**src/rtl/data_memory_arbiter.sv**
```systemverilog
// Two-master round-robin arbiter in front of a single-ported data memory.
// One access is outstanding at a time; misaligned accesses are answered locally with an error strobe.
module data_memory_arbiter #(
    parameter int READ_LAT = 1
) (
    input  logic        clock,
    input  logic        reset,
    input  logic        m0_req,
    input  logic [31:0] m0_addr,
    input  logic [31:0] m0_wdata,
    input  logic        m0_we,
    input  logic [1:0]  m0_mode,
    input  logic        m0_unsigned,
    output logic        m0_gnt,
    output logic        m0_rvalid,
    output logic [31:0] m0_rdata,
    output logic        m0_err,
    input  logic        m1_req,
    input  logic [31:0] m1_addr,
    input  logic [31:0] m1_wdata,
    input  logic        m1_we,
    input  logic [1:0]  m1_mode,
    input  logic        m1_unsigned,
    output logic        m1_gnt,
    output logic        m1_rvalid,
    output logic [31:0] m1_rdata,
    output logic        m1_err,
    output logic [31:0] mem_address,
    output logic [31:0] mem_data,
    output logic [1:0]  mem_mode,
    output logic        mem_unsigned,
    output logic        mem_wren,
    input  logic [31:0] mem_q
);

    localparam logic [0:0] ST_IDLE = 1'b0;
    localparam logic [0:0] ST_WAIT = 1'b1;

    localparam logic [1:0] MODE_BYTE = 2'b00;
    localparam logic [1:0] MODE_HALF = 2'b01;

    function automatic logic is_misaligned(input logic [1:0] mode, input logic [1:0] addr_lo);
        logic mis;
        case (mode)
            MODE_BYTE: mis = 1'b0;
            MODE_HALF: mis = addr_lo[0];
            default:   mis = (addr_lo != 2'b00);
        endcase
        return mis;
    endfunction

    logic [0:0]  state_q, state_d;
    logic        ptr_q, ptr_d;
    logic [2:0]  cnt_q, cnt_d;
    logic        owner_q, owner_d;
    logic [31:0] addr_q, addr_d;
    logic [1:0]  mode_q, mode_d;
    logic        uns_q, uns_d;
    logic [1:0]  rvalid_q, rvalid_d;
    logic [1:0]  err_q, err_d;
    logic [31:0] rdata0_q, rdata0_d;
    logic [31:0] rdata1_q, rdata1_d;

    logic        gnt0_s, gnt1_s, any_gnt_s, mis_s;
    logic [31:0] sel_addr_s, sel_wdata_s;
    logic [1:0]  sel_mode_s;
    logic        sel_we_s, sel_uns_s;

    // Round-robin grant: on contention the master not granted last wins; ptr_q holds the last grantee.
    always_comb begin
        gnt0_s = 1'b0;
        gnt1_s = 1'b0;
        if (reset && (state_q == ST_IDLE)) begin
            if (m0_req && (!m1_req || ptr_q)) begin
                gnt0_s = 1'b1;
            end else if (m1_req) begin
                gnt1_s = 1'b1;
            end else begin
                gnt0_s = 1'b0;
            end
        end else begin
            gnt0_s = 1'b0;
        end
        any_gnt_s   = gnt0_s | gnt1_s;
        sel_addr_s  = gnt1_s ? m1_addr     : m0_addr;
        sel_wdata_s = gnt1_s ? m1_wdata    : m0_wdata;
        sel_mode_s  = gnt1_s ? m1_mode     : m0_mode;
        sel_we_s    = gnt1_s ? m1_we       : m0_we;
        sel_uns_s   = gnt1_s ? m1_unsigned : m0_unsigned;
        mis_s       = is_misaligned(sel_mode_s, sel_addr_s[1:0]);
    end

    // Memory-side drive: granted request in the grant cycle, held load attributes while waiting.
    always_comb begin
        mem_address  = 32'd0;
        mem_data     = 32'd0;
        mem_mode     = 2'b00;
        mem_unsigned = 1'b0;
        mem_wren     = 1'b0;
        if (!reset) begin
            mem_wren = 1'b0;
        end else if (any_gnt_s) begin
            mem_address  = sel_addr_s;
            mem_data     = sel_wdata_s;
            mem_mode     = sel_mode_s;
            mem_unsigned = sel_uns_s;
            mem_wren     = sel_we_s & ~mis_s;
        end else if (state_q == ST_WAIT) begin
            mem_address  = addr_q;
            mem_mode     = mode_q;
            mem_unsigned = uns_q;
        end else begin
            mem_wren = 1'b0;
        end
    end

    // Next-state logic for the IDLE/WAIT sequencer and the per-master response strobes.
    always_comb begin
        state_d  = state_q;
        ptr_d    = ptr_q;
        cnt_d    = cnt_q;
        owner_d  = owner_q;
        addr_d   = addr_q;
        mode_d   = mode_q;
        uns_d    = uns_q;
        rvalid_d = 2'b00;
        err_d    = 2'b00;
        rdata0_d = rdata0_q;
        rdata1_d = rdata1_q;
        case (state_q)
            ST_IDLE: begin
                if (any_gnt_s) begin
                    ptr_d = gnt1_s;
                    if (mis_s) begin
                        err_d[gnt1_s] = 1'b1;
                        if (!sel_we_s) begin
                            rvalid_d[gnt1_s] = 1'b1;
                            if (gnt1_s) begin
                                rdata1_d = 32'd0;
                            end else begin
                                rdata0_d = 32'd0;
                            end
                        end else begin
                            rvalid_d = 2'b00;
                        end
                    end else if (!sel_we_s) begin
                        state_d = ST_WAIT;
                        cnt_d   = 3'(READ_LAT);
                        owner_d = gnt1_s;
                        addr_d  = sel_addr_s;
                        mode_d  = sel_mode_s;
                        uns_d   = sel_uns_s;
                    end else begin
                        state_d = ST_IDLE;
                    end
                end else begin
                    state_d = ST_IDLE;
                end
            end
            ST_WAIT: begin
                // cnt_q reaches 1 in the last cycle mem_q is expected to be valid.
                if (cnt_q == 3'd1) begin
                    state_d           = ST_IDLE;
                    cnt_d             = 3'd0;
                    rvalid_d[owner_q] = 1'b1;
                    if (owner_q) begin
                        rdata1_d = mem_q;
                    end else begin
                        rdata0_d = mem_q;
                    end
                end else begin
                    cnt_d = cnt_q - 3'd1;
                end
            end
            default: begin
                state_d = ST_IDLE;
            end
        endcase
    end

    // State registers with synchronous active-low reset.
    always_ff @(posedge clock) begin
        if (!reset) begin
            state_q  <= ST_IDLE;
            ptr_q    <= 1'b1;
            cnt_q    <= 3'd0;
            owner_q  <= 1'b0;
            addr_q   <= 32'd0;
            mode_q   <= 2'b00;
            uns_q    <= 1'b0;
            rvalid_q <= 2'b00;
            err_q    <= 2'b00;
            rdata0_q <= 32'd0;
            rdata1_q <= 32'd0;
        end else begin
            state_q  <= state_d;
            ptr_q    <= ptr_d;
            cnt_q    <= cnt_d;
            owner_q  <= owner_d;
            addr_q   <= addr_d;
            mode_q   <= mode_d;
            uns_q    <= uns_d;
            rvalid_q <= rvalid_d;
            err_q    <= err_d;
            rdata0_q <= rdata0_d;
            rdata1_q <= rdata1_d;
        end
    end

    assign m0_gnt    = gnt0_s;
    assign m1_gnt    = gnt1_s;
    assign m0_rvalid = rvalid_q[0];
    assign m1_rvalid = rvalid_q[1];
    assign m0_err    = err_q[0];
    assign m1_err    = err_q[1];
    assign m0_rdata  = rdata0_q;
    assign m1_rdata  = rdata1_q;

endmodule

```
**config.mk**
```make
export PLATFORM = sky130hd
export DESIGN_NAME = data_memory_arbiter
export DESIGN_NICKNAME = d
export VERILOG_FILES = /design/src/rtl/data_memory_arbiter.sv
export SDC_FILE = /design/constraint.sdc
export NUM_CORES = 1
export LEC_CHECK = 0
export BUFFER_PORTS_ARGS = -buffer_cell sky130_fd_sc_hd__buf_4
export CAP_MARGIN = 10
export CORE_AREA = 4 4 136 138
export CTS_BUF_LIST = sky130_fd_sc_hd__clkbuf_2
export CTS_CLUSTER_SIZE = 24
export DETAILED_ROUTE_END_ITERATION = 16
export DIE_AREA = 0 0 140 142
export PLACE_DENSITY_LB_ADDON = 0.3
export SLEW_MARGIN = 30
export SYNTH_ARGS = -nofsm -noshare
export SYNTH_HDL_FRONTEND = slang
export SYNTH_SLANG_ARGS = --single-unit
```
**constraint.sdc**
```tcl
create_clock -name clock -period 3.4 [get_ports clock]
set_input_delay 0.51 -clock clock [delete_from_list [all_inputs] [get_ports clock]]
set_output_delay 0.51 -clock clock [all_outputs]
set_load 0.01 [all_outputs]
```
## Word-level counts from Yosys, hierarchy flattened

Cells that the tools add are included.

- Add/sub/neg operators: 1
- Magnitude comparators: 4
- Equality and inequality tests: 11
- Muxes and demuxes: 57
- Bitwise gates (word level): 7
- Reductions and logical operators: 14

Operators by type and width:

| cell | count |
|---|---|
| $mux 32 | 19 |
| $pmux 32 s2 | 2 |
| $mux 1 | 18 |
| $mux 2 | 8 |
| $ne 2x2->1 const B | 7 |
| $mux 3 | 4 |
| $reduce_and 6->1 | 2 |
| $pmux 3 s2 | 1 |
| $not 1->1 | 5 |
| $logic_and 1x1->1 | 4 |
| $lt 1x2->1 const B | 2 |
| $ne 2x1->1 const B | 2 |
| $pmux 1 s2 | 2 |
| $pmux 2 s2 | 1 |
| $reduce_and 4->1 | 1 |
| $reduce_or 4->1 | 1 |
| $eq 3x1->1 const B | 1 |
| $reduce_and 3->1 | 1 |
| $sub 3x1->3 const B | 1 |
| $demux 1 s1 | 2 |
| $eq 2x1->1 const B | 1 |
| $ge 1x1->1 const B | 2 |
| $logic_not 2->1 | 1 |
| $reduce_and 2->1 | 1 |
| 5 further kinds | 5 |

- Register bits: 109
- Input port bits: 172
- Output and inout port bits: 138
- Logic and storage cells: 105

## Logic depth before layout (Yosys ltp)

Gate-level depths: netlist of run 1.

- Depth in word-level cells: 13
- Gate-level depth with buffers: 8
- Depth with buffers taken out: 7

## Worst setup path before layout of run 1

OpenSTA, ideal clock, no wires.

- Path kind: input-to-output
- Start: input port m0_req
- End: output port mem_address[10]
- Arrival: 1732 ps
- Required time: 2890 ps
- Path slack: 1158 ps
- Stages: 7
- Path buffers: 1
- Cell sequence: and2_1 > or2_1 > inv_2 > buf_2 > mux2i_1 > a2bb2oi_1 > nor2_1

- Cells in the longest elaborated chain, start to end: 6
- Elaborated cells on any way between the ends: 9
- Classes of those cells: 7 x mux; 1 x bitwise; 1 x reduce/logical

RTL lines:

| element | line | text |
|---|---|---|
| from (decl) | 8 | `input logic m0_req,` |
| $logic_and 1x1->1 * | 74 | `if (m0_req && (!m1_req \|\| ptr_q)) begin` |
| $mux 1 | 74 |  |
| $mux 1 | 73 | `if (reset && (state_q == ST_IDLE)) begin` |
| $mux 32 / $or 1x1->1 (equally long branches) | 85, 84 |  |
| $mux 32 * | 102 | `end else if (any_gnt_s) begin` |
| $mux 32 * | 100 | `if (!reset) begin` |
| to (decl) | 28 | `output logic [31:0] mem_address,` |

Mark *: on every way between the ends. The rest lies on a longest branch, timed or not.

## Worst setup path in the final report of run 1

- Start: register state_q
- End: output port mem_address[19]

- Cells in the longest elaborated chain, start to end: 6
- Elaborated cells on any way between the ends: 9
- Classes of those cells: 6 x mux; 2 x bitwise; 1 x reduce/logical

RTL lines:

| element | line | text |
|---|---|---|
| from (decl) | 52 | `logic [0:0] state_q, state_d;` |
| from (signal assigned) | 196 | `state_q <= state_d;` |
| $not 1->1 (no line) | -- |  |
| $logic_and 1x1->1 | 73 |  |
| $mux 1 | 73 |  |
| $mux 32 / $or 1x1->1 (equally long branches) | 85, 84 |  |
| $mux 32 * | 102 |  |
| $mux 32 * | 100 |  |

Marks and branches as above.

==> impl_metrics.tcl, run 1 <==
set metrics [dict create \
    status "finished, final reports clean" \
    tightest_slew_ns 0.925 \
    worstSkewPairLatency_ns 0.63 \
    swShare 0.299 \
    finalClockSkew_ns 0.0345 \
    via_count 5406 \
    final_nets 1063 \
    fin_tns_setup_ns 0 \
    place_inst 1078 \
    critPathRequiredTime_ns 2.89 \
    fin_util 0.466 \
    max_freq_ghz 0.322 \
    maxCapViolations 0 \
    seq_power_share 0.508 \
    slew_headroom 0.381 \
    avgSynthCellArea_sq_um 8.72 \
    rows 48 \
    final_cells 1120 \
    clkPwrFrac 0.251 \
    cp_max_fo 27 \
    final_cell_mix "317 x buf_4, 108 x dfxtp_1, 107 x nand2_1, 72 x nor2_1, 68 x mux2i_1" \
    hold_ws_ns 0.107 \
    worst_slack_ns 0.291 \
    syn_area_sq_um 5090 \
    areaGrowthSynthToFinish_pct 57.4 \
    ys_warn_count 0 \
    period_needed_ns 3.11 \
    dieArea_sq_um 19900 \
    htree_levels 3 \
    routedWlPerCell_um 16.7 \
    grt_pass1_vias 5188 \
    rsz0062_at_grt "no" \
    vias_per_cell 4.83 \
    p_leak_nw 3.90 \
    hp-class "primary input to register" \
    ys_seq_elements 109 \
    period_share 0.914 \
    place_area_sq_um 7620 \
    core_sq_um 17200 \
    switching_power_uw 789 \
    syn_nets 758 \
    grt_max_degree 75 \
    drcViolationCount 0 \
    die_y_um 142 \
    setup_viol 0 \
    drt-total-wl_mm 18.7 \
    cts_buffers 9 \
    crit_type "register to output pin" \
    clockRootBuffer "clkbuf_2" \
    drive_gt1_frac 0.391 \
    arrival_ns 2.60 \
    dr.pass1.iters 4 \
    internal-power_mw 1.85 \
    port-buffer-count 309 \
    drv_slew 0 \
    drtIter0Drc 216 \
    initial_core_util 0.296 \
    ir_drop_mv 0.206 \
    ys_types 36 \
    syn_inst 584 \
    total_power_mw 2.64 \
    dp_hpwl_mm 13.1 \
    drtAntennaViolNets 0 \
    layout_commonest_cell "buf_4" \
    clockBufferDepth 2 \
    grt_overflow 0 \
    cts_tree "done" \
    fillers 1703 \
    cp-end-kind "output pin" \
    ioPinCount 310 \
    place_ws_ns 0.629 \
    clk_pin_slew_ns 0.33 \
    crit_path_start_kind "register" \
    grt_usage 0.175 \
    cts_sinks 109 \
    hold_viol 0 \
    die_w_um 140 \
    grt_pass1_wl_mm 28.1 \
    combPwrFrac 0.241 \
    power_per_cell_area_nw_per_um2 330 \
    place_congestion 0.776 \
    yosysSeqAreaShare 0.429 \
    stdcell_area_sq_um 8010 \
    antenna_found_initial 1 \
]
## cells by family (layout without fill, tap and decap cells)
kind of cell	count (synthesis)	in the layout	share of synthesized area
and+or+nand+nor	194	194	0.154
buffers and inverters	59	369	0.0514
muxes	70	70	0.138
AOI/OAI and AO/OA	150	150	0.223
adders and majority gates	2	2	0.00492
other	0	1	0
DFF	109	109	0.429
## power groups by stage
stage	clock [mW]	sequential, mW	combinational [mW]
floorplan	0	1.36	0.296
global placement	0	1.36	0.611
detailed placement	0	1.36	0.613
CTS	0.714	1.34	0.633
global route	0.749	1.35	0.691
finish	0.662	1.34	0.636
## metal layers
| layer | share of wire | vias to the layer above | wire, um | global-route usage |
|---|---|---|---|---|
| met3 | 0.089 | 16 | 1670 | 0.0649 |
| met5 | 0 | - | 0 | 0 |
| met1 | 0.43 | 2518 | 8080 | 0.224 |
| met2 | 0.47 | 204 | 8780 | 0.284 |
| met4 | 0.010 | 0 | 194 | 0.0388 |
| li1 | - | 2668 | - | - |
## critical path: stages, from the launching register on
cell,delay [ns]
dfxtp_2,0.43
nand3b_4,0.18
or2_1,0.25
inv_2,0.11
buf_12,0.23
mux2i_2,0.30
a2bb2oi_1,0.20
nor2_1,0.06
buf_4,0.18
## final timing paths
check | slack (ns) | cells past startpoint | start | endpoint
max reg2reg | 1.21 | 8 | state_q$_SDFF_PN0_ | addr_q[20]$_SDFFE_PN0P_
min | 0.11 | 2 | mem_q[13] | m0_rdata[13]$_SDFFE_PN0P_
max | 0.29 | 8 | state_q$_SDFF_PN0_ | mem_address[19]
min reg2reg | 0.48 | 2 | addr_q[11]$_SDFFE_PN0P_ | addr_q[11]$_SDFFE_PN0P_
## synth_stat cells, drive strengths merged
cell type  number  area [sq um]
nand3           1          5.00
a2bb2oi        36           315
nand2         107           402
a22o           32           280
nor3            6          41.3
a41o            1          10.0
a31o            1          8.76
a211oi          1          12.5
ha              2          25.0
a21oi          36           180
o21bai          2          18.8
o31ai           1          7.51
o311ai          1          16.3
and3            1          6.26
o31a            1          8.76
o221a           1          11.3
a22oi          33           248
inv             7          26.3
nor3b           1          7.51
and2            1          6.26
buf            19           111
clkbuf         33           124
nand3b          1          20.0
o21ai           4          20.0
or2             1          6.26
mux2i          70           701
dfxtp         109          2180
nor2b           1          6.26
nor2           72           270
nand2b          2          12.5
## timing repair
item | in CTS | in global routing
setup endpoints to repair | 0 | 3
hold endpoints to repair | 20 | 5
setup buffers | 0 | 0
gates resized for setup | 0 | 4
hold buffers | 20 | 5
## final cells by class
cell class | count | area, sq um | share of cell area
multi-input combinational | 416 | 2690 | 0.336
tap | 225 | 282 | 0.0351
timing repair buffer | 346 | 2700 | 0.337
sequential | 109 | 2180 | 0.273
inverter | 7 | 26.3 | 0.00328
antenna | 1 | 2.50 | 0.000312
clock inverter | 6 | 77.6 | 0.00968
clock buffer | 10 | 50.0 | 0.00625
## state kept, by name, indices dropped and copies added (netlist names)
register / count
cnt_q: 3
uns_q: 1
owner_q: 1
addr_q: 32
ptr_q: 1
mode_q: 2
m1_rdata: 32
state_q: 1
err_q: 2
rvalid_q: 2
m0_rdata: 32
(Power assumes the default switching activity.)
==> run 2: changes to the inputs <==
HOLD_SLACK_MARGIN = 0.15   (was not set)
==> run 2 against run 1 <==
Net effect: wire length up 7.6%; sequential power about the same; global-route usage up 1.6 points; cell count up 7.2%; critical path depth up 2; register-to-register slack worse by 0.13 ns; critical path type is now primary input to output pin.
==> impl_metrics.tcl, run 2 (synthesized netlist as in run 1, its figures left out) <==
set metrics [dict create \
    hold_ws_ns 0.301 \
    arrival_ns 2.72 \
    switching_power_uw 815 \
    drtAntennaViolNets 0 \
    hp-class "primary input to register" \
    cp-endpoint "mem_address[22]" \
    via_count 5833 \
    drtIter0Drc 246 \
    grt_max_degree 75 \
    seq_power_share 0.490 \
    cts_setup_buffers 0 \
    initial_core_util 0.296 \
    die_y_um 142 \
    fin_util 0.513 \
    worst-r2r-setup-slack_ns 1.08 \
    maxCapViolations 0 \
    internal-power_mw 1.93 \
    layout_commonest_cell "buf_4" \
    routedWlPerCell_um 16.8 \
    place_area_sq_um 7620 \
    place_congestion 0.776 \
    ir_drop_mv 0.207 \
    critPathRequiredTime_ns 2.89 \
    cp-end-kind "output pin" \
    final_nets 1143 \
    cts_buffers 9 \
    grt_usage 0.191 \
    place_ws_ns 0.629 \
    tightest_slew_ns 0.930 \
    slew_headroom 0.377 \
    grt_overflow 0 \
    hold_viol 0 \
    fin_tns_setup_ns 0 \
    clockRootBuffer "clkbuf_2" \
    r2r_start "state_q$_SDFF_PN0_" \
    regToRegEndpoint "addr_q[19]$_SDFFE_PN0P_" \
    crit_path_start_kind "primary input" \
    combPwrFrac 0.268 \
    final_cells 1201 \
    dp_hpwl_mm 13.1 \
    power_per_cell_area_nw_per_um2 311 \
    clkPwrFrac 0.242 \
    place_inst 1078 \
    rows 48 \
    grt_pass1_vias 5846 \
    antenna_found_initial 2 \
    htree_levels 3 \
    worstSkewPairLatency_ns 0.62 \
    reg2reg_depth 7 \
    dr.pass1.iters 4 \
    total_power_mw 2.74 \
    drv_slew 0 \
    clockBufferDepth 2 \
    swShare 0.297 \
    setup_viol 0 \
    dieArea_sq_um 19900 \
    max_freq_ghz 0.309 \
    grt_pass1_wl_mm 30.9 \
    cts_tree "done" \
    ioPinCount 310 \
    areaGrowthSynthToFinish_pct 73.0 \
    port-buffer-count 309 \
    p_leak_nw 4.23 \
    period_share 0.951 \
    worstSetupStartpoint "reset" \
    stdcell_area_sq_um 8810 \
    period_needed_ns 3.23 \
    drt-total-wl_mm 20.1 \
    drive_gt1_frac 0.358 \
    rsz0062_at_grt "no" \
    core_sq_um 17200 \
    crit_type "primary input to output pin" \
    status "finished, final reports clean" \
    die_w_um 140 \
    drcViolationCount 0 \
    final_cell_mix "318 x buf_4, 108 x dfxtp_1, 107 x nand2_1, 105 x dlygate4sd3_1, 72 x nor2_1" \
    clk_pin_slew_ns 0.29 \
    cp_max_fo 27 \
    fillers 1594 \
    vias_per_cell 4.86 \
    worst_slack_ns 0.168 \
    finalClockSkew_ns 0.0307 \
    cts_sinks 109 \
]
run 2: worst min path at each step:
stage	startpoint	to	depth (start not counted)
2_1_floorplan	addr_q[17]$_SDFFE_PN0P_	addr_q[17]$_SDFFE_PN0P_	2
3_3_place_gp	addr_q[5]$_SDFFE_PN0P_	addr_q[5]$_SDFFE_PN0P_	2
3_5_place_dp	addr_q[30]$_SDFFE_PN0P_	addr_q[30]$_SDFFE_PN0P_	2
4_1_cts	m0_req	err_q[0]$_SDFF_PP0_	3
5_1_grt	m0_req	err_q[0]$_SDFF_PP0_	3
6_report	m0_req	err_q[0]$_SDFF_PP0_	3
run 2: per-layer routing:
layer,share of wire,track usage,wire (um)
met1,0.42,0.233,8380
met2,0.48,0.326,9710
met3,0.085,0.0642,1720
met4,0.016,0.0505,331
met5,0,0,0
run 2: layout make-up:
class	instances	area, sq um	area share
timing repair buffer	426	3500	0.397
clock inverter	6	77.6	0.00881
clock buffer	10	50.0	0.00568
tap	225	282	0.0320
sequential	109	2180	0.248
inverter	7	26.3	0.00298
antenna	2	5.00	0.000568
multi-input combinational	416	2680	0.305
run 2: timing repair:
action,CTS,global route
hold endpoints to repair,101,0
gates resized for setup,0,2
hold buffers,105,0
setup endpoints to repair,0,6
run 2: power by group through the flow:
| stage | clock network (mW) | logic [mW] | registers, mW |
|---|---|---|---|
| finish | 0.662 | 0.735 | 1.34 |
| global route | 0.749 | 0.794 | 1.35 |
| CTS | 0.714 | 0.727 | 1.34 |
| detailed placement | 0 | 0.613 | 1.36 |
| global placement | 0 | 0.611 | 1.36 |
| floorplan | 0 | 0.296 | 1.36 |
run 2: worst max-delay path, stage by stage:
cell,delay (ns)
dlygate4sd3_1,0.55
buf_4,0.16
nand3b_4,0.10
or2_1,0.24
inv_2,0.11
buf_12,0.22
mux2i_1,0.31
a2bb2oi_1,0.24
nor2_1,0.07
buf_4,0.18
